## config.mk

```make
export PLATFORM = sky130hd
export DESIGN_NAME = sim_mon
export DESIGN_NICKNAME = d
export VERILOG_FILES = /design/src/rtl/sim_mon.sv
export SDC_FILE = /design/constraint.sdc
export NUM_CORES = 1
export LEC_CHECK = 0
export BUFFER_PORTS_ARGS = -buffer_cell sky130_fd_sc_hd__buf_2
export CORE_MARGIN = 1
export CORE_UTILIZATION = 47
export DETAILED_ROUTE_END_ITERATION = 16
export PLACE_DENSITY = 0.75
export SETUP_SLACK_MARGIN = 0.2
export SLEW_MARGIN = 20
export SYNTH_ARGS = -nofsm -noshare
export SYNTH_HDL_FRONTEND = slang
export SYNTH_SLANG_ARGS = --single-unit
```

## constraint.sdc

```tcl
create_clock -name sim_mon_clk_ip -period 4.2 [get_ports sim_mon_clk_ip]
set_clock_uncertainty 0.05 [all_clocks]
set_input_delay 0.84 -clock sim_mon_clk_ip [delete_from_list [all_inputs] [get_ports sim_mon_clk_ip]]
set_output_delay 0.84 -clock sim_mon_clk_ip [all_outputs]
set_load 0.03 [all_outputs]
```

## src/rtl/sim_mon.sv

```systemverilog
// sim_mon: end-of-test monitor. Checks reset length, collects per-agent done requests,
// runs an inactivity watchdog and raises a sticky finish request. Trace: EXM_SIM_MON_TRACE_EN.
module sim_mon #(
   parameter int REQS       = 4,
   parameter int RST_MIN    = 5,
   parameter int IDLE_LIMIT = 1000,
   parameter int DRAIN      = 16
) (
   input  logic            sim_mon_clk_ip,
   input  logic            sim_mon_rst_ip,
   input  logic [REQS-1:0] sim_mon_done_req_ip,
   output logic [REQS-1:0] sim_mon_done_ack_op,
   input  logic            sim_mon_activity_ip,
   output logic            sim_mon_finish_op,
   output logic            sim_mon_error_op,
   output logic [1:0]      sim_mon_error_code_op,
   output logic [31:0]     sim_mon_cycles_op,
   output logic [1:0]      sim_mon_state_op
);

   typedef enum logic [1:0] {
      S_IDLE   = 2'd0,
      S_RUN    = 2'd1,
      S_DRAIN  = 2'd2,
      S_FINISH = 2'd3
   } state_t;

   localparam logic [31:0] LP_RST_MIN    = 32'(RST_MIN);
   localparam logic [31:0] LP_IDLE_LIMIT = 32'(IDLE_LIMIT);
   localparam logic [31:0] LP_DRAIN      = 32'(DRAIN);

   state_t          r_state;
   logic [REQS-1:0] r_ack;
   logic [REQS-1:0] r_ack_d;
   logic [REQS-1:0] r_req_prev;
   logic [REQS-1:0] r_done_seen;
   logic            r_finish;
   logic            r_error;
   logic [1:0]      r_code;
   logic [31:0]     r_cycles;
   logic [31:0]     r_idle;
   logic [31:0]     r_drain;
   logic [31:0]     r_rst_len;

   logic [REQS-1:0] w_elig;
   logic [REQS-1:0] w_grant;
   logic [REQS-1:0] w_drop;
   logic            w_all_done;
   logic            w_busy;
   logic            w_idle_trip;
   logic [31:0]     w_idle_inc;
   logic [31:0]     w_cycles_inc;
   logic [1:0]      w_err_code;

   // An agent still showing its ack this cycle is not eligible again until the ack drops.
   assign w_elig       = sim_mon_done_req_ip & ~r_ack;
   // A drop is only legal once the ack was visible in the cycle before the drop.
   assign w_drop       = r_req_prev & ~sim_mon_done_req_ip & ~r_ack_d;
   assign w_all_done   = &(r_done_seen | w_grant);
   assign w_busy       = sim_mon_activity_ip | (|sim_mon_done_req_ip);
   assign w_idle_inc   = (r_idle >= LP_IDLE_LIMIT) ? LP_IDLE_LIMIT : r_idle + 32'd1;
   assign w_idle_trip  = !w_busy && (w_idle_inc >= LP_IDLE_LIMIT);
   assign w_cycles_inc = (r_cycles == 32'hFFFF_FFFF) ? r_cycles : r_cycles + 32'd1;

   always_comb begin
      logic v_found;
      v_found = 1'b0;
      w_grant = '0;
      for (int i = 0; i < REQS; i++) begin
         if (w_elig[i] && !v_found) begin
            w_grant[i] = 1'b1;
            v_found    = 1'b1;
         end
      end
   end

   // All-done beats a coincident watchdog trip; otherwise the lowest code wins.
   always_comb begin
      w_err_code = 2'd0;
      case (r_state)
         S_IDLE: begin
            if (r_rst_len < LP_RST_MIN) w_err_code = 2'd1;
         end
         S_RUN: begin
            if (w_idle_trip && !w_all_done) w_err_code = 2'd2;
            else if (|w_drop)               w_err_code = 2'd3;
         end
         S_DRAIN: begin
            if (|w_drop) w_err_code = 2'd3;
         end
         default: w_err_code = 2'd0;
      endcase
   end

   // Reset length is measured across reset, so this counter ignores it as a clear.
   always_ff @(posedge sim_mon_clk_ip) begin
      if (sim_mon_rst_ip) begin
         r_rst_len <= (r_rst_len >= LP_RST_MIN) ? LP_RST_MIN : r_rst_len + 32'd1;
      end else begin
         r_rst_len <= '0;
      end
   end

   always_ff @(posedge sim_mon_clk_ip) begin
      if (sim_mon_rst_ip) begin
         r_state     <= S_IDLE;
         r_ack       <= '0;
         r_ack_d     <= '0;
         r_req_prev  <= '0;
         r_done_seen <= '0;
         r_finish    <= 1'b0;
         r_error     <= 1'b0;
         r_code      <= 2'd0;
         r_cycles    <= '0;
         r_idle      <= '0;
         r_drain     <= '0;
      end else begin
         r_req_prev <= sim_mon_done_req_ip;
         r_ack_d    <= r_ack;
         r_ack      <= '0;
         if ((w_err_code != 2'd0) && !r_error) begin
            r_error <= 1'b1;
            r_code  <= w_err_code;
         end
         case (r_state)
            S_IDLE: begin
               r_state <= S_RUN;
            end
            S_RUN: begin
               r_ack       <= w_grant;
               r_done_seen <= r_done_seen | w_grant;
               r_cycles    <= w_cycles_inc;
               r_idle      <= w_busy ? 32'd0 : w_idle_inc;
               if (w_all_done || w_idle_trip) begin
                  r_drain <= LP_DRAIN;
                  r_state <= S_DRAIN;
               end
            end
            S_DRAIN: begin
               r_ack       <= w_grant;
               r_done_seen <= r_done_seen | w_grant;
               r_cycles    <= w_cycles_inc;
               if (r_drain <= 32'd1) begin
                  r_state  <= S_FINISH;
                  r_finish <= 1'b1;
               end else begin
                  r_drain <= r_drain - 32'd1;
               end
            end
            S_FINISH: begin
               r_state <= S_FINISH;
            end
            default: r_state <= S_IDLE;
         endcase
      end
   end

   assign sim_mon_done_ack_op   = r_ack;
   assign sim_mon_finish_op     = r_finish;
   assign sim_mon_error_op      = r_error;
   assign sim_mon_error_code_op = r_code;
   assign sim_mon_cycles_op     = r_cycles;
   assign sim_mon_state_op      = r_state;

`ifdef EXM_SIM_MON_TRACE_EN
   state_t      r_trc_state;
   logic        r_trc_error;
   logic [31:0] r_trc_agent;
   logic [31:0] w_drop_idx;

   always_comb begin
      logic v_hit;
      v_hit      = 1'b0;
      w_drop_idx = '0;
      for (int i = 0; i < REQS; i++) begin
         if (w_drop[i] && !v_hit) begin
            w_drop_idx = 32'(i);
            v_hit      = 1'b1;
         end
      end
   end

   always_ff @(posedge sim_mon_clk_ip) begin
      r_trc_state <= r_state;
      r_trc_error <= r_error;
      r_trc_agent <= w_drop_idx;
      if (r_trc_state != r_state)
         $display("%0t %m: state %s -> %s", $time, r_trc_state.name(), r_state.name());
      if (r_error && !r_trc_error)
         $display("%0t %m: error code %0d agent %0d", $time, r_code, r_trc_agent);
   end
`else
   // Trace disabled: no display logic in this build.
`endif

endmodule

```

# Yosys cells after proc, flatten, opt, wreduce, memory -nomap -nowiden
# Cells that the tools add are included.
[totals] ff_bits=150 latchBits=0 mem_bits_rw=0 rom_bits=0 inputBits=7 elab_cells=85 n_memories=0
[classes] n_addsub=4 multipliers=0 div_mod_pow=0 order_cmp=5 n_eq_ne=7 shift=0 muxes=19 n_bitwise=11 reduce_logical=26
[ops] operator="32-bit two-way mux" count=4
[ops] operator="32-bit by 1-bit adder with 32-bit output, second input constant" count=3
[ops] operator="32-bit by 10-bit >= comparator with 1-bit output, second input constant" count=2
[ops] operator="32-bit case mux with 2 select lines" count=1
[ops] operator="32-bit equality test, second input constant" count=1
[ops] operator="32-bit by 3-bit >= comparator with 1-bit output, second input constant" count=1
[ops] operator="32-bit by 1-bit less-or-equal comparator with 1-bit output, second input constant" count=1
[ops] operator="32-bit by 3-bit < comparator with 1-bit output, second input constant" count=1
[ops] operator="32-bit by 1-bit subtractor with 32-bit output, second input constant" count=1
[ops] operator="4-bit bitwise AND" count=3
[ops] operator="4-bit NOT" count=3
[ops] operator="2-bit two-way mux" count=4
[ops] operator="2-bit case mux with 4 select lines" count=1
[ops] operator="4-bit OR reduction" count=2
[ops] operator="1-bit two-way mux" count=7
[ops] operator="1-bit logical AND" count=6
[ops] operator="1-bit logical NOT" count=6
[ops] operator="2-bit != test, second input constant" count=3
[ops] operator="2-bit case mux with 3 select lines" count=1
[ops] operator="2-bit AND reduction" count=3
[ops] operator="2-bit OR reduction" count=3
[ops] operator="2-bit equality test, second input constant" count=2
[ops] operator="4-bit OR" count=1
[ops] operator="4-bit AND reduction" count=1
[ops] operator="8 further kinds" count=11

# Longest topological paths before layout
# Gate-level depths: netlist of the first run.
[depth] word_depth=20 depth_mapped=11 depth_no_buf=9

# Worst setup path before layout of the first run
# OpenSTA, ideal clock, no wires.
[synth_timing] path_kind="in2reg" startpoint="in sim_mon_done_req_ip[1]" endpoint="reg r_drain[31]" setup_time_ns=0.066 arrival_time_ns=2.928 slack_ns=1.156 cell_stages=8 path_buffers=1 path_cell_list="nor2b_4 > or4b_4 > a2111oi_4 > or2b_4 > o211ai_4 > buf_6 > or4_4 > a21oi_2"
[synth_between] elab_chain_cells=14 elab_cells_between_ends=20 cone_classes="eq/ne: 1; mux: 5; bitwise: 3; reduce/logical: 11"
[synth_lines] item="start, declared" line_no="11" source="input logic [REQS-1:0] sim_mon_done_req_ip,"
[synth_lines] item="4-bit bitwise AND" line_no="56" source="assign w_elig = sim_mon_done_req_ip & ~r_ack;"
[synth_lines] item="1-bit logical AND" line_no="70" source="if (w_elig[i] && !v_found) begin"
[synth_lines] item="1-bit two-way mux" line_no="70"
[synth_lines] item="1-bit logical NOT" line_no="70"
[synth_lines] item="1-bit logical AND" line_no="70"
[synth_lines] item="1-bit two-way mux" line_no="70"
[synth_lines] item="1-bit logical NOT" line_no="70"
[synth_lines] item="1-bit logical AND" line_no="70"
[synth_lines] item="1-bit two-way mux" line_no="70"
[synth_lines] item="4-bit OR" line_no="59" source="assign w_all_done = &(r_done_seen | w_grant);"
[synth_lines] item="4-bit AND reduction" line_no="59"
[synth_lines] item="1-bit logical OR *" line_no="134" source="if (w_all_done || w_idle_trip) begin"
[synth_lines] item="2-bit != test (no line) *"
[synth_lines] item="3-bit AND reduction (no line) *"
[synth_lines] item="end signal, assigned" line_no="147" source="r_drain <= r_drain - 32'd1;"
[synth_lines] item="end, declared" line_no="42" source="logic [31:0] r_drain;"
# Every way passes the cells marked *; elsewhere a longest branch is shown, timed or not.
# A chain may end at the register's enable or synchronous reset.

# Final worst setup path of the first run
[layout_timing] startpoint="reg r_idle[1]" endpoint="reg r_drain[29]"
[layout_between] elab_chain_cells=7 elab_cells_between_ends=8 cone_classes="add/sub: 1; order compare: 2; eq/ne: 1; mux: 1; reduce/logical: 3"
[layout_lines] item="start, declared" line_no="41" source="logic [31:0] r_idle;"
[layout_lines] item="start signal, assigned" line_no="133" source="r_idle <= w_busy ? 32'd0 : w_idle_inc;"
[layout_lines] item="32-bit by 1-bit adder with 32-bit output / 32-bit by 10-bit >= comparator with 1-bit output (equally long branches)" line_no="61" source="assign w_idle_inc = (r_idle >= LP_IDLE_LIMIT) ? LP_IDLE_LIMIT : r_idle + 32'd1;"
[layout_lines] item="32-bit two-way mux *" line_no="61"
[layout_lines] item="32-bit by 10-bit >= comparator with 1-bit output *" line_no="62" source="assign w_idle_trip = !w_busy && (w_idle_inc >= LP_IDLE_LIMIT);"
[layout_lines] item="1-bit logical AND *" line_no="62"
[layout_lines] item="1-bit logical OR *" line_no="134"
[layout_lines] item="2-bit != test (no line) *"
[layout_lines] item="3-bit AND reduction (no line) *"
# Marked as above.

==> results of run 1 <==
-- cells in the mapped netlist (8+ instances only) --
library cell  instances
dfxtp_1             150
nor2_1               59
a21oi_1              45
nand2_1              35
and2_1               29
clkbuf_1             23
inv_1                23
or4_1                23
o31ai_1              22
nand3_1              21
nor4_1               21
xor2_1               18
o21ai_0              17
or3_1                16
xnor2_1              16
ha_1                 12
nor2b_1              12
nor3_1               12
nand4_1              11
and3_1               10
nand2b_1              9
and4_1                8
-- layer usage --
| metal | up-vias | GRT usage | routed length, um |
|---|---|---|---|
| li1 | 2557 | - | - |
| met1 | 2417 | 0.240 | 5940 |
| met2 | 127 | 0.335 | 6570 |
| met3 | 26 | 0.0547 | 593 |
| met4 | 0 | 0.0777 | 206 |
| met5 | - | 0 | 0 |
-- cell families (layout without fill, tap and decap cells) --
logic type | after synthesis | count (layout) | synth area share
AND/OR/NAND/NOR | 287 | 287 | 0.257
flip-flops | 150 | 150 | 0.474
AO/OA/AOI/OAI | 138 | 138 | 0.151
buffers and inverters | 60 | 108 | 0.0415
XOR/XNOR | 34 | 34 | 0.0470
adder cells (fa/ha/maj) | 12 | 12 | 0.0237
multiplexers | 3 | 3 | 0.00494
other | 1 | 28 | 0.000592
-- layout by cell type, fill, tap and decap left out, types with 17 or more instances in the layout --
| master | n |
|---|---|
| clkbuf_16 | 17 |
| or4_1 | 23 |
| o21ai_0 | 17 |
| inv_1 | 23 |
| nand3_1 | 21 |
| conb_1 | 28 |
| xor2_1 | 18 |
| nand2_1 | 35 |
| and2_1 | 29 |
| o31ai_1 | 22 |
| dfxtp_1 | 150 |
| a21oi_1 | 45 |
| buf_2 | 48 |
| nor2_1 | 59 |
| nor4_1 | 21 |
-- stage by stage --
step           hold slack (ps)  instances  utilization  setup WS, ps  cell area, um^2
3_3_place_gp               383        904        0.512           753             6750
4_1_cts                    413        936        0.557           954             7350
2_1_floorplan              370        712            -          1160             6430
3_5_place_dp               393        904        0.512           656             6750
5_1_grt                    425        936        0.558           696             7360
6_report                   408        936        0.558           902             7360
-- state kept, by name, indices dropped and copies added (netlist names) --
| signal | flops |
|---|---|
| r_rst_len | 32 |
| sim_mon_error_code_op | 2 |
| sim_mon_cycles_op | 32 |
| sim_mon_state_op | 2 |
| r_ack_d | 4 |
| r_req_prev | 4 |
| sim_mon_done_ack_op | 4 |
| sim_mon_error_op | 1 |
| r_drain | 32 |
| sim_mon_finish_op | 1 |
| r_idle | 32 |
| r_done_seen | 4 |
-- layout make-up --
cell class | count | area [um^2] | share of cell area
multi-input combinational | 502 | 3180 | 0.432
clock inverter | 15 | 170 | 0.0231
timing repair buffer | 52 | 270 | 0.0367
sequential | 150 | 3000 | 0.408
tap | 176 | 220 | 0.0299
inverter | 24 | 90.1 | 0.0122
clock buffer | 17 | 425 | 0.0578
-- power groups by stage --
stage | sequential, mW | clock [mW] | combinational (mW)
finish | 1.81 | 1.51 | 1.89
global route | 1.84 | 1.61 | 2.09
CTS | 1.81 | 1.54 | 1.88
detailed placement | 1.84 | 0 | 1.87
global placement | 1.82 | 0 | 1.76
floorplan | 1.86 | 0 | 1.45
-- worst min-delay path by stage --
stage / start / endpoint / slack [ps] / cells after the start
floorplan: r_idle[21] / r_idle[21] / 370 / 1
global placement: r_idle[21] / r_idle[21] / 380 / 1
detailed placement: r_idle[19] / r_idle[19] / 390 / 1
CTS: r_done_seen[2] / r_done_seen[2] / 410 / 1
global route: r_idle[30] / r_idle[30] / 420 / 1
finish: r_done_seen[2] / r_done_seen[2] / 410 / 1
==> run_results.csv, run 1 <==
group,metric,value,unit
critical_path,crit_chain,"ha_1, inv_1, or4_1, a32oi_1, a32o_2, or2_1, a31o_2, buf_4, a21oi_1",
status,outcome,"finished clean",
power,switchingPower,2.05,mW
route,post_drt_wl_per_cell,14.2,um
route,drt_pass1_iterations,4,
critical_path,required,4450,ps
yosys,syn_inst,685,
route,ant_nets,0,
power,pwr-share-comb,0.363,
critical_path,critPathMaxStageDelay,500,ps
power,seqPwrFrac,0.347,
critical_path,endpoint_kind,"flop",
die,rows,42,
die,design.core.area,13200,um^2
cts,cts_buffers,17,
placement,port_buffers,48,
power,p_leak,2.88,nW
global_routing,antenna_found_initial,0,
global_routing,grt_util_all_layers,0.199,
global_routing,grt_pass1_vias,4902,
cts,cts_hold_buf,0,
layout,num_antenna_cells,0,
critical_path,r2r_start,"r_idle[1]",
job,drv_cap,0,
critical_path,crit_arrival,3540,ps
die,pin_count,49,
cts,insertion_delay,420,ps
critical_path,r2r_end,"r_drain[29]",
power,p_int,3.18,mW
sta,drv_slew,0,
cts,ctsRootBufferMaster,"clkbuf_16",
sta,period_share,0.785,
yosys,synth_top_area_frac,0.474,
die,die_h,118,um
global_routing,grt_pass1_wl,22600,um
critical_path,crit_path_start_kind,"flop",
yosys,synth.avg_cell_area,9.25,um^2
sta,tns,0,ps
yosys,yosys.area.top_type,"dfxtp_1",
route,finalWirelength,13300,um
critical_path,r2r_slack,900,ps
critical_path,critical_path.max_fanout,21,
yosys,synth_area_leaders,"dfxtp_1 (47%), a21oi_1 (3.6%), nor2_1 (3.5%)",
yosys,synth_ff_type,"dfxtp_1",
sta,worst_pin_slew,917,ps
yosys,syn_area,6330,um^2
yosys,ys_warn_count,0,
die,die_w,118,um
worst_hold_path,hp-class,"reg -> reg",
die,die_area,13900,um^2
critical_path,crit_type,"reg -> reg",
yosys,synth_cell_types,72,
critical_path,cp.depth,9,
cts,clockBufferDepth,2,
sta,rsz0062_at_grt,"false",
sta,fin_crit,3300,ps
cts,ctsResizeCount,0,
sta,max_freq,303,MHz
route,vias,5127,
global_routing,overflow,0,
layout,areaGrowthSynthToFinish,16.2,%
critical_path,crit_start,"r_idle[1]",
yosys,synthArstFlopShare,0,
cts,ctsHtreeMaxLevel,4,
critical_path,critPathBufInv,2,
layout,fin_nets,766,
placement,place.gp.congestion,0.788,
layout,drive_gt1_frac,0.139,
power,switching_share,0.392,
cts,cts_tree,"done",
critical_path,crit_end,"r_drain[29]",
critical_path,cp_slowest_cell,"dfxtp_1",
critical_path,rr_worst_depth,9,
global_routing,grt_max_degree,40,
route,drt_iter0_markers,248,
cts,clkSinkCount,150,
layout,nFillCells,1162,
route,via_per_inst,5.48,
cts,path_clk_slew,60,ps
power,p_clk_frac,0.290,
route,drcViolationCount,0,
yosys,ys_ff_latch,150,
power,ir_drop,498,uV
sta,slew_headroom,0.386,
die,start_util,0.480,
sta,setup_viol,0,
power,powerDensity,710,nW/um^2
sta,hold_viol_final,0,
critical_path,cp_top_family,"compound AO/OA/AOI/OAI gates",
yosys,synth_edf_count,0,
placement,place_hpwl,8900,um
yosys,yosysSeqAreaShare,0.474,
power,power,5.22,mW
cts,post_cts_buffers,0,
No activity file was read; power rests on OpenSTA's default activity.
==> run 2: changes to the inputs <==
--- a/config.mk
+++ b/config.mk
@@ -5,6 +5,7 @@
 export SDC_FILE = /design/constraint.sdc
 export NUM_CORES = 1
 export LEC_CHECK = 0
+export ABC_AREA = 1
 export BUFFER_PORTS_ARGS = -buffer_cell sky130_fd_sc_hd__buf_2
 export CORE_MARGIN = 1
 export CORE_UTILIZATION = 47
==> constraint.sdc (replaced) <==
create_clock -name sim_mon_clk_ip -period 3.1 [get_ports sim_mon_clk_ip]
set_clock_uncertainty 0.05 [all_clocks]
set_input_delay 0.62 -clock sim_mon_clk_ip [delete_from_list [all_inputs] [get_ports sim_mon_clk_ip]]
set_output_delay 0.62 -clock sim_mon_clk_ip [all_outputs]
set_load 0.03 [all_outputs]
==> run_results.csv, run 2 <==
group,metric,value,unit
status,outcome,"finished clean",
die,design.core.area,14500,um^2
global_routing,grt_pass1_vias,5559,
cts,clockBufferDepth,2,
placement,place.gp.congestion,0.929,
yosys,syn_area,6940,um^2
placement,place_hpwl,10600,um
sta,drv_slew,0,
critical_path,crit_path_start_kind,"flop",
sta,max_freq,389,MHz
power,ir_drop,595,uV
die,pin_count,49,
yosys,synth_cell_types,44,
sta,slew_headroom,0.449,
yosys,synth_simple_gate_area_frac,0.329,
critical_path,critPathBufInv,2,
critical_path,required,3400,ps
route,post_drt_wl_per_cell,12.1,um
critical_path,cp_top_family,"simple AND/OR/NAND/NOR gates",
layout,seqCellArea,3000,um^2
sta,hold_slack,387,ps
route,drcViolationCount,0,
sta,tns,0,ps
layout,drive_gt1_frac,0.110,
yosys,synth.most_common_cell,"nand2_1",
yosys,synth.avg_cell_area,7.20,um^2
global_routing,grt_util_all_layers,0.211,
global_routing,grt_max_degree,80,
sta,worst_pin_slew,826,ps
worst_hold_path,hold_end,"r_idle[27]",
worst_hold_path,hold_start,"r_idle[27]",
critical_path,critPathMaxStageDelay,370,ps
route,finalWirelength,15000,um
critical_path,crit_arrival,2870,ps
cts,cts_tree,"done",
critical_path,critical_path.max_fanout,21,
placement,port_buffers,48,
layout,mostFrequentLayoutCell,"nand2_1",
yosys,yosys.area.top_type,"dfxtp_1",
cts,post_cts_buffers,0,
yosys,synth_area_leaders,"dfxtp_1 (43%), nand2_1 (13%), nor2_1 (9.5%)",
layout,fin_nets,1054,
die,rows,44,
die,start_util,0.479,
yosys,synth_top_family_by_area,"simple AND/OR/NAND/NOR gates",
route,ant_nets,0,
power,power,7.27,mW
yosys,ys_ff_latch,150,
yosys,syn_inst,963,
sta,fin_crit,2570,ps
critical_path,crit_chain,"inv_1, ha_1, nand2_1, nor2_2, o211ai_1, nor2_1, nor2_1, nand2_4, buf_4, o21ai_0, nor3b_2",
yosys,yosysSeqAreaShare,0.433,
route,vias,6156,
layout,areaGrowthSynthToFinish,14.9,%
job,drv_cap,0,
global_routing,overflow,0,
yosys,synthArstFlopShare,0,
yosys,synth_top_area_frac,0.433,
power,powerDensity,912,nW/um^2
die,die_h,123,um
layout,num_antenna_cells,0,
placement,dpl-instance-area,7420,um^2
route,drt_iter0_markers,422,
cts,ctsRootBufferMaster,"clkbuf_16",
global_routing,antenna_found_initial,0,
sta,setup_viol,0,
cts,cts_hold_buf,0,
cts,clkSinkCount,150,
sta,hold_viol_final,0,
critical_path,rr_worst_depth,11,
cts,ctsHtreeMaxLevel,4,
die,die_area,15200,um^2
worst_hold_path,whs_path_depth,2,
worst_hold_path,hp-class,"reg -> reg",
sta,period_share,0.828,
yosys,synth_edf_count,0,
critical_path,crit_type,"reg -> reg",
cts,ctsResizeCount,0,
critical_path,r2r_end,"r_drain[7]",
layout,multi_input_area,3570,um^2
yosys,synth_compound_area_frac,0.0918,
critical_path,endpoint_kind,"flop",
critical_path,r2r_start,"r_drain[0]",
route,drt_pass1_iterations,5,
die,die_w,123,um
cts,cts_buffers,17,
layout,fin_area,7970,um^2
critical_path,path_common_cell,"nor2_1",
layout,nFillCells,1402,
power,p_leak,3.47,nW
yosys,synth_ff_type,"dfxtp_1",
yosys,synthXorXnorAreaFrac,0.0568,
layout,final_cell_mix,"nand2_1 (232), nor2_1 (176), dfxtp_1 (150)",
yosys,synth_mux_area_frac,0,
yosys,ys_warn_count,0,
layout,finish.utilization,0.551,
yosys,synth.cells.most_frequent,"nand2_1 (232), nor2_1 (176), dfxtp_1 (150)",
critical_path,r2r_slack,530,ps
route,via_per_inst,5.00,
cts,insertion_delay,420,ps
yosys,yosys.area_share.adder,0.0216,
critical_path,cp_slowest_cell,"dfxtp_1",
sta,rsz0062_at_grt,"false",
cts,path_clk_slew,60,ps
global_routing,grt_pass1_wl,25100,um
-- run 2: metal layers --
layer  wire (um)  track usage  vias to the layer above
met5           0            0                        -
met4         286       0.0836                        0
met3         696       0.0517                       28
met2        6710        0.336                      146
met1        7270        0.274                     2768
li1            -            -                     3214
-- run 2: cells by family after synthesis --
group | count (synthesis)
simple gates | 527
other cells | 1
fa+ha+maj | 12
compound gates | 112
flops | 150
buf+inv | 116
xor+xnor | 45
-- run 2: area by class of cell --
cell class,instances,share of cell area
Sequential cell,150,0.377
Clock buffer,21,0.0565
Clock inverter,11,0.0129
Multi-Input combinational cell,724,0.447
Inverter,89,0.0425
Tap cell,184,0.0289
Timing Repair Buffer,53,0.0352
-- run 2: stage by stage --
stage                     cells  setup WS, ps
after global routing       1232           233
after global placement     1200           611
final                      1232           532
after floorplan             990          1040
after CTS                  1232           520
after detailed placement   1200           546
-- run 2: worst reg2reg max path, stage by stage, from the launching register on --
cell and delay (ps):
dfxtp_1 370, inv_1 140, ha_1 290, nand2_1 140, nor2_2 80, o211ai_1 270
nor2_1 100, nor2_1 260, nand2_4 200, buf_4 260, o21ai_0 150, nor3b_2 180
-- run 2: worst max-delay path by stage --
stage	start	end	slack, ps	depth (start not counted)
final	r_drain[0]	r_drain[7]	530	11
after global routing	r_idle[31]	r_drain[11]	230	15
after CTS	r_drain[0]	r_drain[7]	520	11
after detailed placement	r_drain[0]	r_drain[3]	550	11
after global placement	r_drain[0]	r_drain[2]	610	11
after floorplan	sim_mon_cycles_op[0]	sim_mon_cycles_op[16]	1040	12
-- run 2: where the power goes --
part / internal (mW) / switching (mW)
logic: 1.00 / 2.07
registers: 2.11 / 0.154
clock network: 1.12 / 0.797
total: 4.24 / 3.03
==> run 3: changes to the inputs <==
--- a/config.mk
+++ b/config.mk
@@ -10,7 +10,7 @@
 export CORE_MARGIN = 1
 export CORE_UTILIZATION = 47
 export DETAILED_ROUTE_END_ITERATION = 16
-export PLACE_DENSITY = 0.75
+export PLACE_DENSITY = 0.77
 export SETUP_SLACK_MARGIN = 0.2
 export SLEW_MARGIN = 20
 export SYNTH_ARGS = -nofsm -noshare
==> constraint.sdc (replaced) <==
create_clock -name sim_mon_clk_ip -period 2.15 [get_ports sim_mon_clk_ip]
set_clock_uncertainty 0.05 [all_clocks]
set_input_delay 0.43 -clock sim_mon_clk_ip [delete_from_list [all_inputs] [get_ports sim_mon_clk_ip]]
set_output_delay 0.43 -clock sim_mon_clk_ip [all_outputs]
set_load 0.03 [all_outputs]
==> run_results.csv, run 3 (same netlist as run 2, synthesis figures left out) <==
group,metric,value,unit
status,outcome,"complete, but fails checks",
status,violations,"setup timing",
power,powerDensity,1320,nW/um^2
layout,final_cell_mix,"nand2_1 (221), nor2_1 (160), dfxtp_1 (126)",
layout,multi_input_area,3790,um^2
sta,rsz0062_at_grt,"true",
sta,period_share,1.05,
global_routing,grt_pass1_vias,6195,
cts,path_clk_slew,70,ps
route,via_per_inst,5.14,
route,drt_iter0_markers,501,
worst_hold_path,hp-class,"in -> reg",
layout,num_antenna_cells,0,
route,ant_nets,0,
cts,ctsRootBufferMaster,"clkbuf_16",
critical_path,crit_type,"reg -> reg",
route,vias,6710,
die,die_w,123,um
critical_path,rr_worst_depth,14,
global_routing,overflow,0,
layout,areaGrowthSynthToFinish,28.4,%
critical_path,critical_path.max_fanout,7,
global_routing,grt_pass1_wl,27400,um
global_routing,grt_max_degree,99,
die,design.core.area,14500,um^2
placement,place_hpwl,11400,um
route,post_drt_wl_per_cell,13.2,um
die,start_util,0.479,
route,drt_pass1_iterations,5,
sta,hold_viol_final,0,
placement,port_buffers,48,
sta,setup_viol,36,
placement,place.gp.congestion,0.958,
critical_path,required,2450,ps
sta,drv_slew,0,
sta,worst_slack,-98.2,ps
sta,fin_crit,2250,ps
worst_hold_path,whs_path_depth,3,
critical_path,crit_arrival,2550,ps
global_routing,grt_util_all_layers,0.230,
critical_path,endpoint_kind,"flop",
layout,finish.utilization,0.615,
die,die_h,123,um
sta,tns,-1520,ps
sta,max_freq,445,MHz
cts,cts_buffers,17,
layout,nFillCells,1234,
die,die_area,15200,um^2
job,drv_cap,0,
global_routing,antenna_found_initial,0,
die,rows,44,
cts,clkSinkCount,150,
route,drcViolationCount,0,
cts,cts_hold_buf,0,
layout,seqCellArea,3050,um^2
layout,drive_gt1_frac,0.237,
die,pin_count,49,
cts,cts_tree,"done",
power,p_leak,3.90,nW
layout,mostFrequentLayoutCell,"nand2_1",
cts,insertion_delay,430,ps
route,finalWirelength,17200,um
cts,clockBufferDepth,2,
cts,ctsHtreeMaxLevel,4,
layout,fin_nets,1127,
power,ir_drop,969,uV
critical_path,crit_path_start_kind,"flop",
## run 3: cell count changes in the layout (fill, tap and decap cells not counted), sizes merged
| cell | before | now |
|---|---|---|
| clkinvlp | 3 | 4 |
| inv | 88 | 91 |
| bufinv | 1 | 0 |
| clkbuf | 21 | 23 |
| buf | 53 | 124 |
| clkinv | 8 | 5 |
## run 3: per-layer routing
layer  global-route usage  routed length [um]  up-vias
met5                    0                   0        -
met4                0.104                 529        0
met3               0.0521                 648       51
met2                0.385                8170      171
met1                0.279                7850     3127
li1                     -                   -     3361
## run 3: where the power goes
| group | switching (mW) | total (mW) | leakage [nW] | internal, mW |
|---|---|---|---|---|
| registers | 0.210 | 3.26 | 1.24 | 3.05 |
| logic | 3.49 | 5.77 | 2.40 | 2.28 |
| clock network | 1.22 | 2.77 | 0.259 | 1.55 |
| total | 4.91 | 11.8 | 3.90 | 6.88 |
## run 3: worst paths after layout
path                                              from       endpoint  slack [ps]
worst max-delay path                         r_idle[1]    r_drain[19]        -100
worst min-delay path            sim_mon_done_req_ip[2]  r_req_prev[2]         200
worst max register to register               r_idle[1]    r_drain[19]        -100
worst min register to register              r_idle[11]     r_idle[11]         390
## run 3: area by class of cell
| cell class | count | share of cell area |
|---|---|---|
| multi-input combinational | 724 | 0.426 |
| sequential | 150 | 0.342 |
| timing repair buffer | 126 | 0.106 |
| clock buffer | 21 | 0.0517 |
| inverter | 89 | 0.0389 |
| tap | 184 | 0.0258 |
| clock inverter | 11 | 0.0101 |
## run 3: through the flow
stage | power (mW) | std cells | worst slack, ps | area, um^2 | hold WS, ps
after CTS | 11.5 | 1295 | 58.1 | 8640 | 196
after detailed placement | 8.31 | 1251 | -1.96 | 7880 | 378
after global placement | 8.22 | 1251 | 64.6 | 7880 | 376
final | 11.8 | 1305 | -98.2 | 8910 | 204
after floorplan | 6.87 | 990 | 199 | 7060 | 364
after global routing | 12.5 | 1305 | -208 | 8910 | 205
## run 3: what timing repair did
| item | in CTS | in global routing |
|---|---|---|
| setup endpoints to repair | 41 | 49 |
| cloned | 1 | 2 |
| pin swaps | 9 | 10 |
| resized for setup | 33 | 53 |
| buffers inserted | 11 | 8 |
## run 3: worst max-delay path, cell delays in order (launching register included)
cell and delay, ps:
dfxtp_4 370, ha_4 170, nand3_4 110, nor2_1 60, nor2_1 180, nor2_2 100, o21ai_4 160, nand2_1 120
nand2_2 90, nand3_2 100, nand2_4 120, nand2_8 110, buf_12 170, o21ai_2 90, nor3b_2 160
